$ cat config.mk
export PLATFORM = sky130hd
export DESIGN_NAME = comp2s_serial_arbiter
export DESIGN_NICKNAME = d
export VERILOG_FILES = /design/src/rtl/comp2s_serial_arbiter.sv
export SDC_FILE = /design/constraint.sdc
export NUM_CORES = 1
export LEC_CHECK = 0
export CAP_MARGIN = 20
export CORE_AREA = 2 2 65 67
export CTS_BUF_LIST = sky130_fd_sc_hd__clkbuf_8
export DETAILED_ROUTE_END_ITERATION = 10
export DIE_AREA = 0 0 67 69
export RECOVER_POWER = 25
export SYNTH_ARGS = -nofsm -noshare
export SYNTH_HDL_FRONTEND = slang
export SYNTH_SLANG_ARGS = --single-unit
$ cat constraint.sdc
create_clock -name clk -period 1.7 [get_ports clk]
set_clock_uncertainty 0.1 [all_clocks]
set_input_delay 0.255 -clock clk [delete_from_list [all_inputs] [get_ports clk]]
set_output_delay 0.255 -clock clk [all_outputs]
set_load 0.01 [all_outputs]
$ cat src/rtl/comp2s_serial_arbiter.sv
// comp2s_serial_arbiter
// Round-robin arbiter in front of one bit-serial two's-complement negation
// engine. A captured operand is negated LSB first, one bit per clock, over
// WIDTH cycles. The result is then presented with a one-cycle done pulse
// and the ID of the requester that was served.
// Optional build macro: COMP2S_SAT_EN. When it is defined, negating the most
// negative operand saturates to the largest positive value instead of wrapping.
module comp2s_serial_arbiter #(
  parameter int WIDTH = 8
) (
  input  logic             clk,
  input  logic             rst,
  input  logic             req0,
  input  logic [WIDTH-1:0] a0,
  input  logic             req1,
  input  logic [WIDTH-1:0] a1,
  output logic             gnt0,
  output logic             gnt1,
  output logic             busy,
  output logic             done,
  output logic             done_id,
  output logic [WIDTH-1:0] out,
  output logic             ovf
);

  localparam int CW = (WIDTH > 1) ? $clog2(WIDTH) : 1;
  localparam logic [CW-1:0] LAST = CW'(WIDTH - 1);

  typedef enum logic {IDLE, RUN} state_t;

  state_t           state, state_n;
  logic [WIDTH-1:0] op, op_n;
  logic [WIDTH-1:0] res, res_n;
  logic             carry, carry_n;
  logic [CW-1:0]    cnt, cnt_n;
  logic             id, id_n;
  logic             is_min, is_min_n;
  logic             last_id, last_id_n;
  logic [WIDTH-1:0] out_n;
  logic             ovf_n, done_n, done_id_n, busy_n, gnt0_n, gnt1_n;
  logic             sel, s;
  logic [WIDTH-1:0] a_sel, res_shift;

  // Register every piece of state; reset abandons any operation in flight
  always_ff @(posedge clk) begin
    if (rst) begin
      state   <= IDLE;
      op      <= '0;
      res     <= '0;
      carry   <= 1'b0;
      cnt     <= '0;
      id      <= 1'b0;
      is_min  <= 1'b0;
      last_id <= 1'b1;
      out     <= '0;
      ovf     <= 1'b0;
      done    <= 1'b0;
      done_id <= 1'b0;
      busy    <= 1'b0;
      gnt0    <= 1'b0;
      gnt1    <= 1'b0;
    end else begin
      state   <= state_n;
      op      <= op_n;
      res     <= res_n;
      carry   <= carry_n;
      cnt     <= cnt_n;
      id      <= id_n;
      is_min  <= is_min_n;
      last_id <= last_id_n;
      out     <= out_n;
      ovf     <= ovf_n;
      done    <= done_n;
      done_id <= done_id_n;
      busy    <= busy_n;
      gnt0    <= gnt0_n;
      gnt1    <= gnt1_n;
    end
  end

  // Arbitration in IDLE, one serial negation step per RUN cycle, result load on the last bit
  always_comb begin
    state_n   = state;
    op_n      = op;
    res_n     = res;
    carry_n   = carry;
    cnt_n     = cnt;
    id_n      = id;
    is_min_n  = is_min;
    last_id_n = last_id;
    out_n     = out;
    ovf_n     = ovf;
    done_n    = 1'b0;
    done_id_n = done_id;
    busy_n    = busy;
    gnt0_n    = 1'b0;
    gnt1_n    = 1'b0;
    sel       = 1'b0;
    s         = 1'b0;
    a_sel     = '0;
    res_shift = '0;
    case (state)
      IDLE: begin
        busy_n = 1'b0;
        if (req0 || req1) begin
          sel       = (req0 && req1) ? ~last_id : req1;
          a_sel     = sel ? a1 : a0;
          op_n      = a_sel;
          id_n      = sel;
          carry_n   = 1'b1;
          cnt_n     = '0;
          is_min_n  = a_sel[WIDTH-1] & ~(|a_sel[WIDTH-2:0]);
          gnt0_n    = ~sel;
          gnt1_n    = sel;
          busy_n    = 1'b1;
          last_id_n = sel;
          state_n   = RUN;
        end
      end
      RUN: begin
        s         = ~op[0] ^ carry;
        carry_n   = ~op[0] & carry;
        res_shift = {s, res[WIDTH-1:1]};
        res_n     = res_shift;
        op_n      = op >> 1;
        cnt_n     = cnt + CW'(1);
        if (cnt == LAST) begin
`ifdef COMP2S_SAT_EN
          out_n = is_min ? {1'b0, {(WIDTH-1){1'b1}}} : res_shift;
`else
          out_n = res_shift;
`endif
          ovf_n     = is_min;
          done_id_n = id;
          done_n    = 1'b1;
          busy_n    = 1'b0;
          cnt_n     = '0;
          state_n   = IDLE;
        end
      end
      default: state_n = IDLE;
    endcase
  end

endmodule

==> results of run 1 <==
-- per-stage QoR --
| step | TNS (ns) | utilization (%) | power [mW] | cell area (um2) | setup slack [ns] |
|---|---|---|---|---|---|
| 2_1_floorplan | 0 | - | 1.06 | 1510 | 0.314 |
| 3_3_place_gp | -0.00990 | 49.8 | 1.16 | 1950 | -0.00923 |
| 3_5_place_dp | -0.293 | 49.8 | 1.17 | 1950 | -0.0565 |
| 4_1_cts | 0 | 52.9 | 1.95 | 2070 | 0.170 |
| 5_1_grt | 0 | 52.5 | 2.01 | 2060 | 0.0864 |
| 6_report | 0 | 52.5 | 1.93 | 2060 | 0.159 |
-- layout make-up --
type                       instances  area, um2
inverter                           4       15.0
timing repair buffer              43        439
tap                               50       62.6
multi-input combinational        106        678
sequential                        37        741
clock inverter                     2       37.5
fill                             381       1860
clock buffer                       6       82.6
-- final timing paths --
kind,start,end,slack (ns)
setup / recovery,out[3],out[3],0.16
setup reg to reg,cnt[0],busy,0.25
hold / removal,id,done_id,0.36
hold reg to reg,id,done_id,0.36
-- cells in the final DEF (no fill, tap or decap), drive strengths merged, types with 3 or more instances in the layout --
master          n
clkbuf          7
buf             9
inv             4
ha              3
mux2i          15
o22ai           8
a21oi          10
nor2           15
nand2          22
nor3            4
dfxtp          37
clkdlybuf4s50  32
a22oi           9
-- report_power, final --
| part | internal [mW] | switching, mW | total [mW] | leakage (nW) |
|---|---|---|---|---|
| clock network | 0.477 | 0.308 | 0.784 | 0.0574 |
| logic | 0.124 | 0.0930 | 0.217 | 0.426 |
| registers | 0.903 | 0.0234 | 0.926 | 0.302 |
| total | 1.50 | 0.424 | 1.93 | 0.786 |
-- flip-flops by register name, indices dropped and copies added (netlist names) --
signal   cells
op           8
out          8
res          7
cnt          3
busy         1
carry        1
done         1
done_id      1
gnt0         1
gnt1         1
id           1
is_min       1
last_id      1
ovf          1
state        1
-- metal layers --
layer	wire, um	up-vias	track usage (%)	part of all wire, %
li1	-	632	-	-
met1	1370	570	18.4	45
met2	1500	22	24.0	49
met3	120	7	3.92	3.9
met4	68	0	7.48	2.2
met5	0	-	0	0
-- cell families after synthesis --
family	count (synthesis)	share of synthesized area [%]
simple gates	54	17.7
flops	37	49.1
buf+inv	16	5.14
fa+ha+maj	3	2.49
mux	15	9.96
compound gates	34	15.6
-- tightest hold or removal path, stage by stage, from the launching register on --
cell and delay [ns]:
dfxtp_1 0.31, nand2_1 0.05, a21oi_1 0.05
-- cells in the mapped netlist, drive strengths merged --
cell / number / share of area (%)
a221oi: 1 / 0.58
or2: 1 / 0.42
a22oi: 9 / 4.5
mux2i: 15 / 10
nor2b: 1 / 0.42
nor3b: 1 / 0.50
nor2: 15 / 3.7
nand3: 2 / 1.0
nor3: 4 / 2.4
dfxtp: 37 / 49
o21ai: 1 / 0.33
o21ba: 1 / 0.66
nand2: 22 / 5.5
buf: 7 / 2.9
nor4b: 2 / 1.2
nand2b: 2 / 0.83
a21oi: 10 / 3.3
inv: 4 / 1.0
a311oi: 1 / 1.0
nor4: 2 / 0.83
a21bo: 1 / 0.66
nand3b: 1 / 0.50
and2: 1 / 0.42
ha: 3 / 2.5
o22ai: 8 / 3.3
a21boi: 2 / 1.2
clkbuf: 5 / 1.2
==> run metrics, run 1 <==
sequential-to-total area share from yosys stat 49.1%; Total GRT Usage 15.1%; Initial Util 38.5%; unrepaired setup endpoints after global routing false; Power per Cell Area 937 mW/mm2; Critical Path Slowest Stage Cell clkdlybuf4s50_1; pin count of the biggest net entering global routing 23; critical path launch point type flip-flop; clock slew at reported path FFs 0.07 ns; synthesized net count 182; Slew @ Worst Pin 0.516 ns; post_cts resized 0; post-synthesis cell count 159; placer congestion estimate 0.854; Residual DRC 0; vias per cell 4.96; Initial DRC Count 36; first-pass GRT wire length 5410 um; Slew Limit Fails 0; Avg Cell Area, Syn 9.48 um2; total number of vias 1231; Max Cap Viol 0; Die Y 69 um; Yosys cell types 33; Period minus WS final 1.54 ns; worst hold path type reg -> reg; Post-CTS Hold Buffers 0; Yosys reg bits 37; Non-Filler Instances 248; Crit path required time 1.34 ns; Max Clk Rate 649 MHz; Final nets 220; delay-heaviest family, CP buffers and inverters; Lkg Pwr 0.786 nW; final worst path period share 90.7%; Critical Path Sink Type primary output; vias in the first global route 1221; setup repair bufs after CTS 0; Clock Path Buffers 2; path length in cells of the critical path 1; Worst Hold Path Cells 2; final setup violation count 0; core footprint 0.00391 mm2; Worst IR Drop VDD 0.000484 V; antenna-violating nets left 0; clock root cell clkbuf_8; IO buf count 33; total global routing overflow 0; row cnt 23; Worst EP arrival 1.19 ns; Die ar. 0.00462 mm2; Placed Cells 240; DR WL/cell 12.4 um; CP Class reg -> out; Hold WS 0.355 ns; CTS Buf Count 5; ant diodes 0; Mapped Area 0.00151 mm2; initial antenna violation count 0; share of cells above drive strength 1 11.1%; CTS H-Tree Depth 2; WP buf/inv 1; outcome finished, final reports clean; worst skew pair latency 0.29 ns; Pre-antenna DRT Iters 4; Synth Warn # 0; Slew headroom 65.6%; crit-path cells clkdlybuf4s50_1; IO Pins 34; die width 67 um; Max FO, Critical Path 2; Synth-to-Final Area Change 36.3%; CTS sink cnt 37; Reg2Reg Depth 5; Routed WL 3060 um; Hold Fails Final Rpt 0; Worst path max stage delay 0.55 ns; hpwl dp 2360 um; CTS tree built
Note: power is estimated with default switching activity, not from simulation.
==> run 2, diff against run 1 <==
ABC_AREA = 1   (was default)
MAX_ROUTING_LAYER = met4   (was default)
==> run metrics, run 2 <==
unrepaired setup endpoints after global routing false; GR Layer Usage met3 4.89%; critical path launch point type flip-flop; DR WL/cell 10.4 um; clock slew at reported path FFs 0.08 ns; pin count of the biggest net entering global routing 14; placer congestion estimate 0.750; leading area contributor after synthesis dfxtp_1; post-synth top area share 49.2%; Setup crit start out[7]; Slew headroom 80.3%; gr busiest metal met2; met1 Resource Use GR 20.1%; Synth Warn # 0; final setup TNS 0 ns; vias in the first global route 1178; row cnt 23; Power per Cell Area 997 mW/mm2; CTS sink cnt 37; clock root cell clkbuf_8; Routed WL 2960 um; Crit path required time 1.34 ns; Synth Area in Compound Gates 21.3%; Initial Util 38.5%; Post-synth ARST share 0%; fin area 0.00210 mm2; Die ar. 0.00462 mm2; CTS Buf Count 5; total number of vias 1312; Worst IR Drop VDD 0.000469 V; share of cells above drive strength 1 13.2%; delay-heaviest family, CP buffers and inverters; Post-CTS Hold Buffers 0; main combinational cell family by area after synthesis compound AO/OA/AOI/OAI gates; crit-path cells clkdlybuf4s50_1; most frequent cells in the layout dfxtp_1, nand2_1, inv_1, clkdlybuf4s50_1, o21ai_0; Total GRT Usage 14.8%; outcome finished, final reports clean; grt met2 use 20.2%; Yosys cell types 24; CTS H-Tree Depth 2; Max Cap Viol 0; vias per cell 4.60; Worst path max stage delay 0.54 ns; Worst EP arrival 1.19 ns; first-pass GRT wire length 5150 um; Synth Area in XOR/XNOR 0%; worst skew pair latency 0.29 ns; Residual DRC 0; Total Power 2.09 mW; CTS tree built; most instantiated cells after synthesis dfxtp_1, inv_1, nand2_1; post-synthesis cell count 187; synthesized net count 210; top cells by area, synth dfxtp_1, inv_1, nand2_1; Initial DRC Count 97; WP buf/inv 1; Lkg Pwr 0.917 nW; Final nets 257; total global routing overflow 0; Synth-to-Final Area Change 39.2%; Critical Path Sink Type primary output; Main synth FF type dfxtp_1; core footprint 0.00391 mm2; Yosys reg bits 37; fillers 402; ant diodes 0; most common cell after layout, fill and taps aside dfxtp_1; Critical Path Slowest Stage Cell clkdlybuf4s50_1; IO Pins 34; multiplexer share of the synthesized area 0%; setup repair bufs after CTS 0; EDFF count, synth 0; final worst path period share 90.6%; Clock Path Buffers 2; Layout Utilization 53.6%; Avg Cell Area, Syn 8.06 um2; hpwl dp 2190 um; Placed Cells 277; sequential-to-total area share from yosys stat 49.2%; area share of fa/ha/maj cells after synthesis 2.49%; Max FO, Critical Path 2; Synth Area in Simple Gates 16.2%; Period minus WS final 1.54 ns; Non-Filler Instances 285; Worst Hold Launch res[6]; Slew Limit Fails 0; Hold Fails Final Rpt 0; Die Y 69 um; Max Clk Rate 649 MHz; Placed Area 0.00196 mm2; Slew @ Worst Pin 0.295 ns; initial antenna violation count 0; IO buf count 33; Pre-antenna DRT Iters 4; CP Class reg -> out; antenna-violating nets left 0; final setup violation count 0; post_cts resized 0; worst hold path type reg -> reg; launch point of the worst reg-to-reg path cnt[0]; die width 67 um; Mapped Area 0.00151 mm2; largest registers op x8, out x8, res x7; count leader, synth dfxtp_1
run 2: cell count changes in the layout (fill, tap and decap cells not counted), moves of 3 or more:
| cell | delta |
|---|---|
| a22oi_1 | -9 |
| a22o_1 | +4 |
| nor2_1 | -3 |
| o21a_1 | +8 |
| nand2_1 | +11 |
| mux2i_1 | -15 |
| nand3_1 | +4 |
| buf_4 | +8 |
| o21ai_0 | +16 |
| inv_1 | +28 |
| o21ai_2 | +3 |
| buf_12 | -3 |
run 2: metrics by stage:
stage,hold WS [ns],setup WS [ns]
CTS,0.365,0.152
finish,0.359,0.160
global placement,0.339,-0.0635
detailed placement,0.344,-0.0741
floorplan,0.252,0.331
global route,0.385,0.0599
run 2: layout make-up:
type | instances | area (um2) | share of cell area (%)
Timing Repair Buffer | 47 | 435 | 20.8
Clock inverter | 3 | 68.8 | 3.28
Multi-Input combinational cell | 111 | 601 | 28.6
Sequential cell | 37 | 741 | 35.3
Tap cell | 50 | 62.6 | 2.98
Inverter | 32 | 120 | 5.73
Clock buffer | 5 | 68.8 | 3.28
run 2: logic make-up (layout without fill, tap and decap cells):
logic type | after synthesis | count (layout)
compound gates | 51 | 51
fa+ha+maj | 3 | 3
buf+inv | 39 | 87
flops | 37 | 37
simple gates | 57 | 57
run 2: power breakdown:
| part | leakage [nW] | switching (mW) | internal [mW] |
|---|---|---|---|
| Sequential | 0.303 | 0.0204 | 0.909 |
| Combinational | 0.545 | 0.121 | 0.127 |
| Clock | 0.0687 | 0.323 | 0.590 |
| Total | 0.917 | 0.464 | 1.63 |
run 2: final timing paths:
check	to	slack, ns	depth (start not counted)
setup / recovery	out[7]	0.16	1
hold / removal	res[5]	0.36	2
setup reg to reg	done_id	0.19	7
hold reg to reg	res[5]	0.36	2
run 2: metal layers:
metal  up-vias  part of all wire (%)
met2        24                    43
met3         6                   4.5
met4         0                   1.7
met1       584                    51
met5         -                     0
li1        698                     -
==> variant 1: new RTL, config.mk and constraints of run 2 <==
The option `COMP2S_SAT_EN` is turned on by a define.
--- a/src/rtl/comp2s_serial_arbiter.sv
+++ b/src/rtl/comp2s_serial_arbiter.sv
@@ -5,6 +5,8 @@
 // and the ID of the requester that was served.
 // Optional build macro: COMP2S_SAT_EN. When it is defined, negating the most
 // negative operand saturates to the largest positive value instead of wrapping.
+`define COMP2S_SAT_EN
+
 module comp2s_serial_arbiter #(
   parameter int WIDTH = 8
 ) (
Function: changed (a bounded check fails within 10 cycles, from zero or initial values and one cycle with rst high).
==> variant 1 against run 2 <==
Wire length rose by 6.2%; clock power fell by 36%; die area did not move; area after synthesis rose by 3.7%; sequential power barely moved; design area fell by 1.5%; maximum frequency rose by 2.0%; setup slack improved by 0.030 ns; sequential cell count did not move; critical path depth did not move; non-clock buffer count did not move; power fell by 16%; highest routed layer unchanged.
==> variant 1: results <==
set metrics [dict create \
    dpl_worst_slack_ns -0.0186 \
    drive_gt1_share_pct 10.7 \
    h-tree-depth 2 \
    reg.largest.list "op x8, out x8, res x7" \
    drt-total-wl_um 3150 \
    p_sw_mw 0.446 \
    grt_max_degree 21 \
    diodes 0 \
    synth_area_leaders "dfxtp_1 47%, inv_1 7.0%, nand2_1 7.0%" \
    whs_path_depth 1 \
    synth_seq_area_share_pct 47.4 \
    globalplace.congestion 0.755 \
    worstHoldStart "busy" \
    hp-class "register to register" \
    worst_pin_slew_ns 0.338 \
    clock_latency_ns 0.29 \
    worst_hold_slack_ns 0.361 \
    critPathMaxStageDelay_ns 0.54 \
    postPlaceCellArea_um2 1990 \
    synth_xor_area_share_pct 0 \
    status "finished, final reports clean" \
    yosys_warnings 0 \
    synthAdderAreaFrac_pct 2.40 \
    cts_root_buf "clkbuf_8" \
    path_delay_family "buffers and inverters" \
    synth-compound-area-share_pct 20.9 \
    grt.total_usage_pct 16.2 \
    leakagePower_nw 0.888 \
    reg2reg_depth 7 \
    critPathMaxFanout 2 \
    cts_resized 0 \
    grt_pass1_vias 1329 \
    dr.first_iter.drc_count 90 \
    grt_pass1_wl_um 5610 \
    ys_top_cells_by_count "37 x dfxtp_1, 29 x inv_1, 29 x nand2_1" \
    worst_ep_arrival_time_ns 1.16 \
    r2r_slack_ns 0.25 \
    syn_nets 221 \
    peakVddDrop_uv 474 \
    ys_types 24 \
    vias 1372 \
    clockBufferDepth 2 \
    worstHoldEndpoint "busy" \
    cp_slowest_cell "clkdlybuf4s50_1" \
    grt_antenna_before_repair 0 \
    nets 265 \
    path_clk_slew_ns 0.07 \
    rr_endpoint "out[7]" \
    dpl.hpwl_um 2370 \
    async_reset_ff_share_pct 0 \
    r2r-start "cnt[0]" \
]
[variant 1: cell types whose count changed in the layout (fill, tap and decap cells not counted), moves of 3 or more]
cell	delta
nor2_1	+3
o21ai_0	-7
a21oi_1	+9
a22o_1	-4
a211oi_1	+5
buf_4	-4
nand2_1	-3
inv_1	-3
nor3_1	+6
[variant 1: worst max-delay path by stage]
| stage | from | endpoint | slack [ns] | depth (start not counted) |
|---|---|---|---|---|
| final | out[2] | out[2] | 0.19 | 1 |
| after global routing | req1 | busy | 0.07 | 7 |
| after CTS | cnt[0] | out[5] | 0.11 | 5 |
| after detailed placement | req0 | is_min | -0.02 | 9 |
| after global placement | req0 | is_min | -0.02 | 9 |
| after floorplan | cnt[0] | out[1] | 0.20 | 6 |
[variant 1: per-stage QoR]
stage          setup TNS (ns)  std cells
4_1_cts                     0        293
2_1_floorplan               0        198
3_5_place_dp          -0.0186        285
5_1_grt                     0        293
3_3_place_gp          -0.0174        285
6_report                    0        293
[variant 1: area by class of cell]
class                      instances  area, um2
timing repair buffer              47        425
inverter                          30        113
clock inverter                     3       17.5
sequential                        37        741
tap                               50       62.6
fill                             399       1850
clock buffer                       5       68.8
multi-input combinational        121        638
[variant 1: layer usage]
metal	vias to the layer above	global-route usage, %	wire [um]
met5	-	-	0
met4	0	6.12	54
met3	4	4.40	103
met2	21	25.6	1460
met1	610	19.3	1530
li1	737	-	-
[variant 1: cell families (layout without fill, tap and decap cells)]
kind of cell,after synthesis,after routing
flops,37,37
simple gates,64,64
fa+ha+maj,3,3
buf+inv,40,85
compound gates,54,54
[variant 1: power by group through the flow]
stage	sequential (mW)	combinational (mW)	clock, mW
2_1_floorplan	0.945	0.152	0
3_3_place_gp	0.951	0.246	0
4_1_cts	0.932	0.248	0.609
6_report	0.931	0.240	0.586
5_1_grt	0.936	0.274	0.640
3_5_place_dp	0.952	0.247	0
==> variant 2: new RTL, flow settings as in run 2 <==
Without the edit above. Register the output `ovf` once more, cleared by the reset; this adds one clock of latency there. The other outputs are not delayed to match.
--- a/src/rtl/comp2s_serial_arbiter.sv
+++ b/src/rtl/comp2s_serial_arbiter.sv
@@ -28,6 +28,8 @@
 
   typedef enum logic {IDLE, RUN} state_t;
 
+  logic ovf_s0;
+
   state_t           state, state_n;
   logic [WIDTH-1:0] op, op_n;
   logic [WIDTH-1:0] res, res_n;
@@ -53,7 +55,7 @@
       is_min  <= 1'b0;
       last_id <= 1'b1;
       out     <= '0;
-      ovf     <= 1'b0;
+      ovf_s0  <= 1'b0;
       done    <= 1'b0;
       done_id <= 1'b0;
       busy    <= 1'b0;
@@ -69,7 +71,7 @@
       is_min  <= is_min_n;
       last_id <= last_id_n;
       out     <= out_n;
-      ovf     <= ovf_n;
+      ovf_s0  <= ovf_n;
       done    <= done_n;
       done_id <= done_id_n;
       busy    <= busy_n;
@@ -89,7 +91,7 @@
     is_min_n  = is_min;
     last_id_n = last_id;
     out_n     = out;
-    ovf_n     = ovf;
+    ovf_n     = ovf_s0;
     done_n    = 1'b0;
     done_id_n = done_id;
     busy_n    = busy;
@@ -142,5 +144,13 @@
     endcase
   end
 
+  always_ff @(posedge clk) begin
+    if (rst) begin
+      ovf <= '0;
+    end else begin
+      ovf <= ovf_s0;
+    end
+  end
+
 endmodule
 
Behaviour: not the same (a bounded check fails within 10 cycles, from zero or initial values and one cycle with rst high).
==> variant 2 against run 2 <==
Final cell count grew 1.1%; setup slack gained 0.00085 ns; area after synthesis grew 2.0%; sequential cell count grew 1; power grew 2.1%; design area grew 1.2%; global-route usage shrank 0.31 points; wire length shrank 1.5%; first-iteration DRC count shrank 62%; non-clock buffer count shrank 2; largest power group unchanged; highest routed layer unchanged.
==> variant 2: results <==
set metrics [dict create \
    status "finished, final reports clean" \
    peakVddDrop_uv 647 \
    synth-seq-cells 38 \
    critPathMaxStageDelay_ns 0.32 \
    r2r_slack_ns 0.16 \
    postSynthCellCount 192 \
    rr_endpoint "busy" \
    synthAdderAreaFrac_pct 2.44 \
    synth-compound-area-share_pct 20.7 \
    inverters 34 \
    multi_input_area_um2 608 \
    leakagePower_nw 0.923 \
    drt-total-wl_um 2920 \
    grt_pass1_vias 1128 \
    critPathMaxFanout 8 \
    worstHoldEndpoint "ovf" \
    nFillCells 414 \
    grt_max_degree 18 \
    comb.multi_input.count 113 \
    dr.first_iter.drc_count 37 \
    syn_nets 215 \
    ys_top_cells_by_count "38 x dfxtp_1, 33 x nand2_1, 32 x inv_1" \
    grt.total_usage_pct 14.5 \
    avgViaCountPerCell 4.47 \
    clkCellAreaFrac_pct 6.72 \
    synth_area_leaders "dfxtp_1 50%, nand2_1 8.1%, inv_1 7.8%" \
    dp.cells 280 \
]
## variant 2: cell families after synthesis
| kind of cell | after synthesis |
|---|---|
| AOI/OAI and AO/OA | 51 |
| DFF | 38 |
| adders and majority gates | 3 |
| and+or+nand+nor | 59 |
| buffers and inverters | 41 |
## variant 2: layer usage
metal | track usage (%) | up-vias
met5 | - | -
met4 | 6.12 | 0
met3 | 5.55 | 7
met2 | 19.6 | 23
met1 | 19.0 | 554
li1 | - | 703
## variant 2: critical path, delay by kind of cell (launching register included)
family / cells / cell delay [ns]
fa+ha+maj: 2 / 0.39
buf+inv: 2 / 0.15
simple gates: 3 / 0.41
flops: 1 / 0.32
compound gates: 1 / 0.12
## variant 2: metrics by stage
stage	power (mW)	cell area [um2]
after floorplan	1.11	1540
after global placement	1.22	1980
after detailed placement	1.22	1980
after CTS	2.15	2120
after global routing	2.22	2120
final	2.14	2120
